**src/rtl/lipsi_loader_if.sv**
```systemverilog
// lipsi_loader_if: groups the loader's serial input, arm strobe, memory
// write port and status lines.
//   master : the loader (drives the write port and status, reads rx/load_req)
//   slave  : the surrounding top level / bench (drives rx/load_req)
//   rx        UART receive line, idle high
//   load_req  one-cycle pulse that arms a new load
//   wr_en/wr_addr/wr_data  memory write port
//   cpu_hold/busy/done/err status, byte_cnt payload bytes written
interface lipsi_loader_if #(
    parameter int ADDR_W = 9
);
    logic              rx;
    logic              load_req;
    logic              wr_en;
    logic [ADDR_W-1:0] wr_addr;
    logic [7:0]        wr_data;
    logic              cpu_hold;
    logic              busy;
    logic              done;
    logic              err;
    logic [ADDR_W:0]   byte_cnt;

    modport master (
        input  rx, load_req,
        output wr_en, wr_addr, wr_data, cpu_hold, busy, done, err, byte_cnt
    );

    modport slave (
        output rx, load_req,
        input  wr_en, wr_addr, wr_data, cpu_hold, busy, done, err, byte_cnt
    );
endinterface

```
**src/rtl/lipsi_loader.sv**
```systemverilog
// lipsi_loader: serial program loader for the Lipsi memory write port.
// Receives an 8N1 UART stream: length low byte, length high byte, then the
// payload, which is written to addresses 0..len-1. The Lipsi core is held in
// reset (cpu_hold) while loading and released when the load completes.
// Ports:
//   clk    system clock, rising edge
//   reset  synchronous, active-low
//   bus    lipsi_loader_if.master (rx, load_req, wr_en, wr_addr, wr_data,
//          cpu_hold, busy, done, err, byte_cnt)
// Optional feature macro: LIPSI_LOADER_CHECKSUM_EN -- expects one trailing
// byte equal to the modulo-256 sum of the payload before signalling done.
module lipsi_loader #(
    parameter int CLK_DIV = 868,
    parameter int ADDR_W  = 9,
    parameter int MAX_LEN = 512
) (
    input  logic           clk,
    input  logic           reset,
    lipsi_loader_if.master bus
);
    localparam int CNT_W = $clog2(CLK_DIV);
    localparam logic [CNT_W-1:0] HALF_M1 = CNT_W'(CLK_DIV / 2 - 1);
    localparam logic [CNT_W-1:0] FULL_M1 = CNT_W'(CLK_DIV - 1);
    localparam logic [15:0]      MAX_L16 = 16'(MAX_LEN);

    typedef enum logic [1:0] {R_IDLE, R_START, R_DATA, R_STOP} rx_state_t;
`ifdef LIPSI_LOADER_CHECKSUM_EN
    typedef enum logic [2:0] {S_IDLE, S_LEN_LO, S_LEN_HI, S_DATA, S_CHK, S_DONE, S_ERROR} state_t;
`else
    typedef enum logic [2:0] {S_IDLE, S_LEN_LO, S_LEN_HI, S_DATA, S_DONE, S_ERROR} state_t;
`endif

    rx_state_t         rstate;
    state_t            state, state_nx;
    logic              rx_s1, rx_s2, rx_prev;
    logic [CNT_W-1:0]  cnt;
    logic [2:0]        bit_idx;
    logic [7:0]        shreg;
    logic              byte_valid, frame_err;
    logic              busy;
    logic [15:0]       len;
    logic [15:0]       len_nx;
    logic [ADDR_W-1:0] addr;
    logic [ADDR_W:0]   byte_cnt, cnt_inc;
    logic              wr_en;
    logic [ADDR_W-1:0] wr_addr;
    logic [7:0]        wr_data;
`ifdef LIPSI_LOADER_CHECKSUM_EN
    logic [7:0]        sum;
`endif

    assign busy    = (state == S_LEN_LO) || (state == S_LEN_HI) || (state == S_DATA)
`ifdef LIPSI_LOADER_CHECKSUM_EN
                   || (state == S_CHK)
`endif
                   ;
    assign len_nx  = {shreg, len[7:0]};
    assign cnt_inc = byte_cnt + 1'b1;

    // UART receiver; held in bit-idle whenever no load is in progress.
    always_ff @(posedge clk) begin
        if (!reset) begin
            rx_s1      <= 1'b1;
            rx_s2      <= 1'b1;
            rx_prev    <= 1'b1;
            rstate     <= R_IDLE;
            cnt        <= '0;
            bit_idx    <= '0;
            shreg      <= '0;
            byte_valid <= 1'b0;
            frame_err  <= 1'b0;
        end else begin
            rx_s1      <= bus.rx;
            rx_s2      <= rx_s1;
            rx_prev    <= rx_s2;
            byte_valid <= 1'b0;
            frame_err  <= 1'b0;
            if (!busy) begin
                rstate <= R_IDLE;
            end else begin
                case (rstate)
                    R_IDLE: if (rx_prev && !rx_s2) begin
                        rstate <= R_START;
                        cnt    <= HALF_M1;
                    end
                    R_START: if (cnt != '0) begin
                        cnt <= cnt - 1'b1;
                    end else if (!rx_s2) begin
                        rstate  <= R_DATA;
                        cnt     <= FULL_M1;
                        bit_idx <= '0;
                    end else begin
                        rstate <= R_IDLE;
                    end
                    R_DATA: if (cnt != '0) begin
                        cnt <= cnt - 1'b1;
                    end else begin
                        shreg   <= {rx_s2, shreg[7:1]};
                        cnt     <= FULL_M1;
                        bit_idx <= bit_idx + 3'd1;
                        if (bit_idx == 3'd7) rstate <= R_STOP;
                    end
                    R_STOP: if (cnt != '0) begin
                        cnt <= cnt - 1'b1;
                    end else begin
                        if (rx_s2) byte_valid <= 1'b1;
                        else       frame_err  <= 1'b1;
                        rstate <= R_IDLE;
                    end
                    default: rstate <= R_IDLE;
                endcase
            end
        end
    end

    always_ff @(posedge clk) begin
        if (!reset) state <= S_IDLE;
        else        state <= state_nx;
    end

    // DATA leaves on the cycle the last write strobe is out, so wr_en is
    // only ever seen while the state is still DATA.
    always_comb begin
        state_nx = state;
        case (state)
            S_IDLE, S_DONE, S_ERROR: if (bus.load_req) state_nx = S_LEN_LO;
            S_LEN_LO: begin
                if (frame_err)       state_nx = S_ERROR;
                else if (byte_valid) state_nx = S_LEN_HI;
            end
            S_LEN_HI: begin
                if (frame_err) begin
                    state_nx = S_ERROR;
                end else if (byte_valid) begin
                    if (len_nx == 16'd0)
`ifdef LIPSI_LOADER_CHECKSUM_EN
                        state_nx = S_CHK;
`else
                        state_nx = S_DONE;
`endif
                    else if (len_nx > MAX_L16) state_nx = S_ERROR;
                    else                       state_nx = S_DATA;
                end
            end
            S_DATA: begin
                if (frame_err) begin
                    state_nx = S_ERROR;
                end else if (wr_en && (16'(cnt_inc) == len)) begin
`ifdef LIPSI_LOADER_CHECKSUM_EN
                    state_nx = S_CHK;
`else
                    state_nx = S_DONE;
`endif
                end
            end
`ifdef LIPSI_LOADER_CHECKSUM_EN
            S_CHK: begin
                if (frame_err)       state_nx = S_ERROR;
                else if (byte_valid) state_nx = (shreg == sum) ? S_DONE : S_ERROR;
            end
`endif
            default: state_nx = S_IDLE;
        endcase
    end

    always_ff @(posedge clk) begin
        if (!reset) begin
            len      <= '0;
            addr     <= '0;
            byte_cnt <= '0;
            wr_en    <= 1'b0;
            wr_addr  <= '0;
            wr_data  <= '0;
`ifdef LIPSI_LOADER_CHECKSUM_EN
            sum      <= '0;
`endif
        end else begin
            wr_en <= 1'b0;
            if (!busy && bus.load_req) begin
                addr     <= '0;
                byte_cnt <= '0;
`ifdef LIPSI_LOADER_CHECKSUM_EN
                sum      <= '0;
`endif
            end
            if (state == S_LEN_LO && byte_valid) len[7:0]  <= shreg;
            if (state == S_LEN_HI && byte_valid) len[15:8] <= shreg;
            if (state == S_DATA && byte_valid) begin
                wr_en   <= 1'b1;
                wr_addr <= addr;
                wr_data <= shreg;
            end
            if (wr_en) begin
                addr     <= addr + 1'b1;
                byte_cnt <= cnt_inc;
`ifdef LIPSI_LOADER_CHECKSUM_EN
                sum      <= sum + wr_data;
`endif
            end
        end
    end

    assign bus.wr_en    = wr_en;
    assign bus.wr_addr  = wr_addr;
    assign bus.wr_data  = wr_data;
    assign bus.busy     = busy;
    assign bus.cpu_hold = busy || (state == S_ERROR);
    assign bus.done     = (state == S_DONE);
    assign bus.err      = (state == S_ERROR);
    assign bus.byte_cnt = byte_cnt;
endmodule

```
**src/flat_wrapper.sv**
```systemverilog
// flat-port wrapper written by rule: the top's interface ports become plain ports
module lipsi_loader_flat 
#(
    parameter int CLK_DIV = 868,
    parameter int ADDR_W  = 9,
    parameter int MAX_LEN = 512
)
  (clk, reset, bus_rx, bus_load_req, bus_wr_en, bus_wr_addr, bus_wr_data, bus_cpu_hold, bus_busy, bus_done, bus_err, bus_byte_cnt);
  lipsi_loader_if #(.ADDR_W(ADDR_W)) bus_i ();
  input  logic clk;
  input  logic reset;
  input wire logic [$bits(bus_i.rx)-1:0] bus_rx;
  input wire logic [$bits(bus_i.load_req)-1:0] bus_load_req;
  output wire logic [$bits(bus_i.wr_en)-1:0] bus_wr_en;
  output wire logic [$bits(bus_i.wr_addr)-1:0] bus_wr_addr;
  output wire logic [$bits(bus_i.wr_data)-1:0] bus_wr_data;
  output wire logic [$bits(bus_i.cpu_hold)-1:0] bus_cpu_hold;
  output wire logic [$bits(bus_i.busy)-1:0] bus_busy;
  output wire logic [$bits(bus_i.done)-1:0] bus_done;
  output wire logic [$bits(bus_i.err)-1:0] bus_err;
  output wire logic [$bits(bus_i.byte_cnt)-1:0] bus_byte_cnt;
  assign bus_i.rx = bus_rx;
  assign bus_i.load_req = bus_load_req;
  assign bus_wr_en = bus_i.wr_en;
  assign bus_wr_addr = bus_i.wr_addr;
  assign bus_wr_data = bus_i.wr_data;
  assign bus_cpu_hold = bus_i.cpu_hold;
  assign bus_busy = bus_i.busy;
  assign bus_done = bus_i.done;
  assign bus_err = bus_i.err;
  assign bus_byte_cnt = bus_i.byte_cnt;
  lipsi_loader #(.CLK_DIV(CLK_DIV), .ADDR_W(ADDR_W), .MAX_LEN(MAX_LEN)) u_core (.clk(clk), .reset(reset), .bus(bus_i));
endmodule
```
**config.mk**
```make
export PLATFORM = sky130hd
export DESIGN_NAME = lipsi_loader_flat
export DESIGN_NICKNAME = d
export VERILOG_FILES = /design/src/rtl/lipsi_loader_if.sv /design/src/rtl/lipsi_loader.sv /design/src/flat_wrapper.sv
export SDC_FILE = /design/constraint.sdc
export NUM_CORES = 1
export LEC_CHECK = 0
export ABC_AREA = 0
export CAP_MARGIN = 20
export CORE_ASPECT_RATIO = 0.9
export CORE_MARGIN = 2
export CORE_UTILIZATION = 30
export CTS_BUF_LIST = sky130_fd_sc_hd__clkbuf_2
export DETAILED_ROUTE_END_ITERATION = 8
export MAX_ROUTING_LAYER = met4
export SLEW_MARGIN = 0
export SYNTH_ARGS = -nofsm -noshare
export SYNTH_HDL_FRONTEND = slang
export SYNTH_SLANG_ARGS = --single-unit
export TNS_END_PERCENT = 10
```
**constraint.sdc**
```tcl
create_clock -name clk -period 2.6 [get_ports clk]
set_input_delay 0.39 -clock clk [delete_from_list [all_inputs] [get_ports clk]]
set_output_delay 0.39 -clock clk [all_outputs]
set_load 0.005 [all_outputs]
```
==> flow_summary.yaml, run 1 <==
final_layout:
  nets: 540
  final_area_um2: 4740
  area_growth_syn_to_layout_pct: 17.3
  fillers: 1365
  drive_above_1_share_pct: 8.46
  fin_util_pct: 35.7
  num_antenna_cells: 0
timing:
  rsz0062_at_grt: "true"
  final_hold_viol_count: 0
  final_max_slew_viol_count: 0
  fmax_ghz: 0.412
  relSlewSlack_pct: 30.8
  setup_violations: 0
  finalClockSkew_ps: 20.6
  min_period_ps: 2420
  worst_pin_slew_ps: 1040
  period_share_pct: 93.2
worst_hold_path:
  min-delay-start: "bus_rx"
  min_to: "u_core.rx_s1"
  timing.hold.worst_path_depth: 2
  hold_path.class: "primary input to register"
synth:
  synth_seq_area_share_pct: 41.6
  yosys.area.top_type: "dfxtp_1"
  synth_compound_area_share_pct: 15.4
  synth_fa_ha_area_share_pct: 2.79
  synth_edf_count: 0
  yosys-top-cells-area: "dfxtp_1 (42%), mux2i_1 (7.9%), nand2_1 (5.9%)"
  syn-num-nets: 508
  syn_inst: 495
  synthesis.area_um2: 4040
  synthMuxAreaShare_pct: 8.21
  synthArstFlopShare_pct: 0
  yosysWarnings: 0
  synth_top_family_by_area: "simple AND/OR/NAND/NOR gates"
  synth_top_cell_area_share_pct: 41.6
  syn_area_per_cell_um2: 8.16
  synthXorXnorAreaFrac_pct: 3.69
  ys.flop_type: "dfxtp_1"
  yosysUniqueCellTypes: 51
  yosys.area_share.simple_pct: 24.2
  postSynthRegisterBits: 84
placed_design:
  place_area_um2: 4600
  dpl.hpwl_um: 6950
  io_buffers: 35
  gp_congestion: 0.895
clock_network:
  h-tree-depth: 3
  cts.path.max_buffers: 2
  cts-root-buf: "clkbuf_2"
  cts.clk_slew.worst_paths_ps: 250
  cts_buffers: 9
  clock_latency_ps: 590
  cts_tree: "yes"
  cts.sinks: 84
grt:
  grt_max_degree: 33
  grt_pass1_wl_um: 16100
  overflow: 0
  grt_pass1_vias: 3295
  antenna_found_initial: 0
  track_usage_pct: 14.2
floorplanning:
  initial_core_util_pct: 30.5
  die_w_um: 126
  coreArea_um2: 13300
  std_cell_rows: 40
  die_area_um2: 14400
  die_h_um: 114
  io_pins: 36
critical_path:
  arrival_ps: 2920
  startpoint_type: "register"
  worstSetupPathType: "register to register"
  endpoint_kind: "register"
  r2r_end: "u_core.state[1]"
  r2r_start: "u_core.bus.byte_cnt[1]"
  regToRegSetupSlack_ps: 180
  r2r_cells: 7
  cp_max_fo: 6
  critPathRequiredTime_ps: 3100
detailed_routing:
  wl_per_cell_um: 13.9
  drcViolationCount: 0
  met2_wirelength_um: 4410
  avgViaCountPerCell: 5.10
  drtAntennaViolNets: 0
  drt_first_pass_iters: 7
  vias: 3573
  top_layer_used: "met4"
  first_iter_violations: 253
  met1_length_um: 4730
  wirelength_um: 9720
  dr_wl_met3_um: 424
pwr:
  power_mw: 2.67
  cellLeakagePower_nw: 1.63
  p_per_area_nw_per_um2: 564
  peakVddDrop_uv: 175
run:
  cap_violations: 0
status:
  status: "finished clean"
==> cell type report <==
| class | count | area [um^2] | share of cell area [%] |
|---|---|---|---|
| Clock inverter | 7 | 81.3 | 1.72 |
| Clock buffer | 9 | 45.0 | 0.951 |
| Sequential cell | 84 | 1690 | 35.6 |
| Inverter | 14 | 52.6 | 1.11 |
| Multi-Input combinational cell | 369 | 2200 | 46.6 |
| Timing Repair Buffer | 49 | 455 | 9.62 |
| Tap cell | 168 | 210 | 4.44 |
==> cell usage in the layout, fill, tap and decap left out, types with 4 or more instances in the layout <==
cell type        instances
buf_4                   14
dfxtp_2                  4
or2_2                    4
mux2i_1                 32
o22ai_1                  4
nand4_1                  8
xor2_1                   6
a21oi_1                 47
nand3b_1                 5
clkbuf_2                 9
xnor2_1                 11
o21ai_0                 24
nand3_1                 16
nor2_1                  59
dfxtp_1                 80
or3_1                    4
and2_1                   6
a211oi_1                 4
inv_1                   13
nor3_1                  11
and3_1                   7
ha_1                     8
nand2_1                 63
clkdlybuf4s50_1         35
==> power by group <==
part,switching (mW),leakage (nW),internal [mW]
logic,0.310,0.880,0.226
registers,0.0704,0.679,1.33
clock network,0.500,0.0735,0.236
total,0.880,1.63,1.79
==> cells in the mapped netlist (all sizes together), types with 7 or more instances <==
library cell / number
a21oi: 47
and3: 7
nand2: 63
ha: 9
nand3: 17
o21ai: 27
xnor2: 11
nor3: 11
nand4: 8
clkbuf: 22
mux2i: 32
dfxtp: 84
inv: 13
nor2: 60
==> worst max-delay path, cell delays in order (launching register included) <==
cell	delay, ps
dfxtp_2	440
ha_2	260
nand3_2	160
nor2_2	230
xor2_1	200
mux2_1	340
o41a_1	470
o221a_1	250
==> repair_timing <==
item,in CTS,in global routing
setup buffers,0,0
hold buffers,0,0
endpoints found under the setup margin,2,5
gates resized for setup,3,5
==> how the worst max path moves through the flow <==
stage / depth (start not counted) / from / endpoint
floorplan: 7 / u_core.bus.byte_cnt[0] / u_core.state[1]
CTS: 3 / u_core.state[1] / bus_cpu_hold
global route: 3 / u_core.state[1] / bus_cpu_hold
finish: 7 / u_core.bus.byte_cnt[1] / u_core.state[1]
global placement: 7 / u_core.bus.byte_cnt[1] / u_core.state[1]
detailed placement: 7 / u_core.bus.byte_cnt[1] / u_core.state[1]
==> routing by layer <==
metal,vias up,global-route usage [%]
met5,-,-
met1,1686,17.8
li1,1795,-
met4,0,4.40
met3,16,4.07
met2,76,22.2
==> sequential cells by signal, indices dropped and copies added (netlist names), named ones only <==
signal               cells
u_core.len              16
u_core.rx_s2             1
u_core.bus.wr_en         1
u_core.bus.wr_data       8
u_core.shreg             8
u_core.rx_prev           1
u_core.bus.byte_cnt     10
u_core.bit_idx           3
u_core.rstate            1
u_core.rx_s1             1
u_core.frame_err         1
u_core.bus.wr_addr       9
u_core.byte_valid        1
u_core.addr              9
u_core.state             3
u_core.cnt              10
==> through the flow <==
step	hold WS (ps)	TNS, ps	worst slack [ps]	std cells
2_1_floorplan	386	0	259	495
3_3_place_gp	397	0	219	684
3_5_place_dp	393	0	113	684
4_1_cts	285	0	19.5	700
5_1_grt	252	-4.54	-4.54	700
6_report	340	0	176	700
==> cell families (layout without fill, tap and decap cells) <==
logic type,after synthesis,count (layout)
and+or+nand+nor,204,204
AOI/OAI and AO/OA,106,106
DFF,84,84
buffers and inverters,42,79
muxes,33,33
xor gates and xnor gates,17,17
adders and majority gates,9,9
No activity file was read; power rests on OpenSTA's default activity.
==> run 2, diff against run 1 <==
--- a/config.mk
+++ b/config.mk
@@ -6,7 +6,7 @@
 export NUM_CORES = 1
 export LEC_CHECK = 0
 export ABC_AREA = 0
-export CAP_MARGIN = 20
+export CAP_MARGIN = 25
 export CORE_ASPECT_RATIO = 0.9
 export CORE_MARGIN = 2
 export CORE_UTILIZATION = 30
==> results of run 2 <==
No change in the layout: final DEF, timing and power equal those of run 1.
==> run 3, diff against run 2 <==
--- a/config.mk
+++ b/config.mk
@@ -5,7 +5,7 @@
 export SDC_FILE = /design/constraint.sdc
 export NUM_CORES = 1
 export LEC_CHECK = 0
-export ABC_AREA = 0
+export ABC_AREA = 1
 export CAP_MARGIN = 25
 export CORE_ASPECT_RATIO = 0.9
 export CORE_MARGIN = 2
==> flow_summary.yaml, run 3 <==
placed_design:
  gp_congestion: 0.829
  dp_worst_setup_slack_ps: 497
  io_buffers: 35
  dpl.hpwl_um: 7320
clock_network:
  cts_tree: "yes"
  cts-root-buf: "clkbuf_2"
  cts_buffers: 9
  cts.path.max_buffers: 2
  h-tree-depth: 3
  clock_latency_ps: 550
  cts.clk_slew.worst_paths_ps: 250
  cts.sinks: 84
  cts_hold_buf: 0
run:
  cap_violations: 0
timing:
  min_period_ps: 2150
  rsz0062_at_grt: "false"
  finalClockSkew_ps: 33.5
  period_share_pct: 82.9
  setup_violations: 0
  fin_ws_ps: 446
  fmax_ghz: 0.464
  worst_pin_slew_ps: 602
  relSlewSlack_pct: 59.7
  setup_tns_ps: 0
  final_hold_viol_count: 0
  final_max_slew_viol_count: 0
  holdWs_ps: 402
final_layout:
  regMostFlops: "u_core.len"
  final_common_cell: "nand2_1"
  num_antenna_cells: 0
  fillers: 1429
  nets: 626
  regArea_um2: 1690
  layout_common_cells: "nand2_1 (126), dfxtp_1 (82), nor2_1 (62), a21oi_1 (62), inv_1 (58)"
  drive_above_1_share_pct: 8.90
  multiInputGateArea_um2: 2070
  fin_util_pct: 35.9
  reg.largest.list: "u_core.len: 16 flops, u_core.bus.byte_cnt: 10 flops, u_core.cnt: 10 flops"
  largest_reg_flops: 16
  area_growth_syn_to_layout_pct: 17.6
grt:
  track_usage_pct: 15.0
  grt_max_degree: 30
  antenna_found_initial: 0
  grt_pass1_vias: 3624
  overflow: 0
  grt_pass1_wl_um: 17100
floorplanning:
  coreArea_um2: 13300
  die_h_um: 115
  die_area_um2: 14500
  io_pins: 36
  std_cell_rows: 40
  initial_core_util_pct: 30.6
  die_w_um: 127
synth:
  synth.most_common_cell: "nand2_1"
  syn_area_per_cell_um2: 7.12
  synth_top_cell_area_share_pct: 41.3
  synth_edf_count: 0
  synth_seq_area_share_pct: 41.3
  yosysWarnings: 0
  synth_common_cells: "nand2_1 (126), dfxtp_1 (84), a21oi_1 (62), nor2_1 (62), inv_1 (58)"
  synthesis.area_um2: 4070
  synthArstFlopShare_pct: 0
  syn_inst: 572
  yosys-top-cells-area: "dfxtp_1 (41%), nand2_1 (12%), a21oi_1 (7.6%)"
  postSynthRegisterBits: 84
  ys.flop_type: "dfxtp_1"
  yosys.area.top_type: "dfxtp_1"
  yosysUniqueCellTypes: 37
  syn-num-nets: 585
critical_path:
  cp_max_fo: 7
  startpoint_type: "register"
  cp_num_buf_inv: 2
  arrival_ps: 1760
  cpMaxStageDelayCell: "clkdlybuf4s50_1"
  cpLargestDelayFamily: "buffers and inverters"
  slowest_delay_ps: 520
  worstSetupPathType: "register to output port"
  path_cells: "inv_1 > nor3_1 > clkdlybuf4s50_1"
  endpoint_kind: "output port"
  critPathRequiredTime_ps: 2210
  regToRegSetupSlack_ps: 460
detailed_routing:
  avgViaCountPerCell: 4.85
  vias: 3814
  wirelength_um: 10000
  first_iter_violations: 240
  dr_wl_met3_um: 428
  drt_first_pass_iters: 5
  drcViolationCount: 0
  drtAntennaViolNets: 0
  met2_wirelength_um: 4690
  wl_per_cell_um: 12.8
  met1_length_um: 4810
  top_layer_used: "met4"
worst_hold_path:
  hold_path.class: "primary input to register"
pwr:
  cellLeakagePower_nw: 1.77
  p_per_area_nw_per_um2: 576
  peakVddDrop_uv: 228
status:
  status: "finished clean"
run 3: layout make-up:
| cell class | count | share of cell area (%) |
|---|---|---|
| multi-input combinational | 405 | 43.3 |
| sequential | 84 | 35.3 |
| timing repair buffer | 48 | 9.41 |
| inverter | 65 | 5.15 |
| tap | 168 | 4.39 |
| clock inverter | 7 | 1.57 |
| clock buffer | 9 | 0.941 |
run 3: kinds of logic after synthesis:
family | Yosys count | share of synthesized area [%]
muxes | 2 | 0.492
and+or+nand+nor | 271 | 30.0
AOI/OAI and AO/OA | 117 | 16.4
adders and majority gates | 9 | 2.77
DFF | 84 | 41.3
buffers and inverters | 83 | 7.81
xor gates and xnor gates | 6 | 1.29
run 3: per-stage QoR:
step / area, um^2 / std cells / total power, mW
2_1_floorplan: 4070 / 572 / 1.87
3_3_place_gp: 4650 / 769 / 2.04
3_5_place_dp: 4650 / 769 / 2.05
4_1_cts: 4770 / 786 / 2.79
5_1_grt: 4780 / 786 / 2.94
6_report: 4780 / 786 / 2.75
run 3: metal layers:
layer  GRT usage (%)  vias to the layer above
met5               -                        -
met4            3.96                        0
met1            18.7                     1763
met3            4.11                        9
met2            24.1                       80
li1                -                     1962
run 3: power by group:
group / switching [mW] / internal (mW)
Combinational: 0.423 / 0.252
Clock: 0.474 / 0.229
Sequential: 0.0454 / 1.33
Total: 0.942 / 1.81
run 3: worst paths after layout:
check	start	to	cells past startpoint
worst max-delay path	u_core.state[2]	bus_done	3
worst min-delay path	bus_rx	u_core.rx_s1	2
worst max register to register	u_core.bus.byte_cnt[0]	u_core.state[0]	12
worst min register to register	u_core.rx_s1	u_core.rx_s2	1
run 3: timing repair:
item	4_1_cts	5_1_grt
buffers inserted	1	0
gates cloned	0	0
endpoints found under the setup margin	1	1
pin swaps	1	0
gates resized for setup	0	5
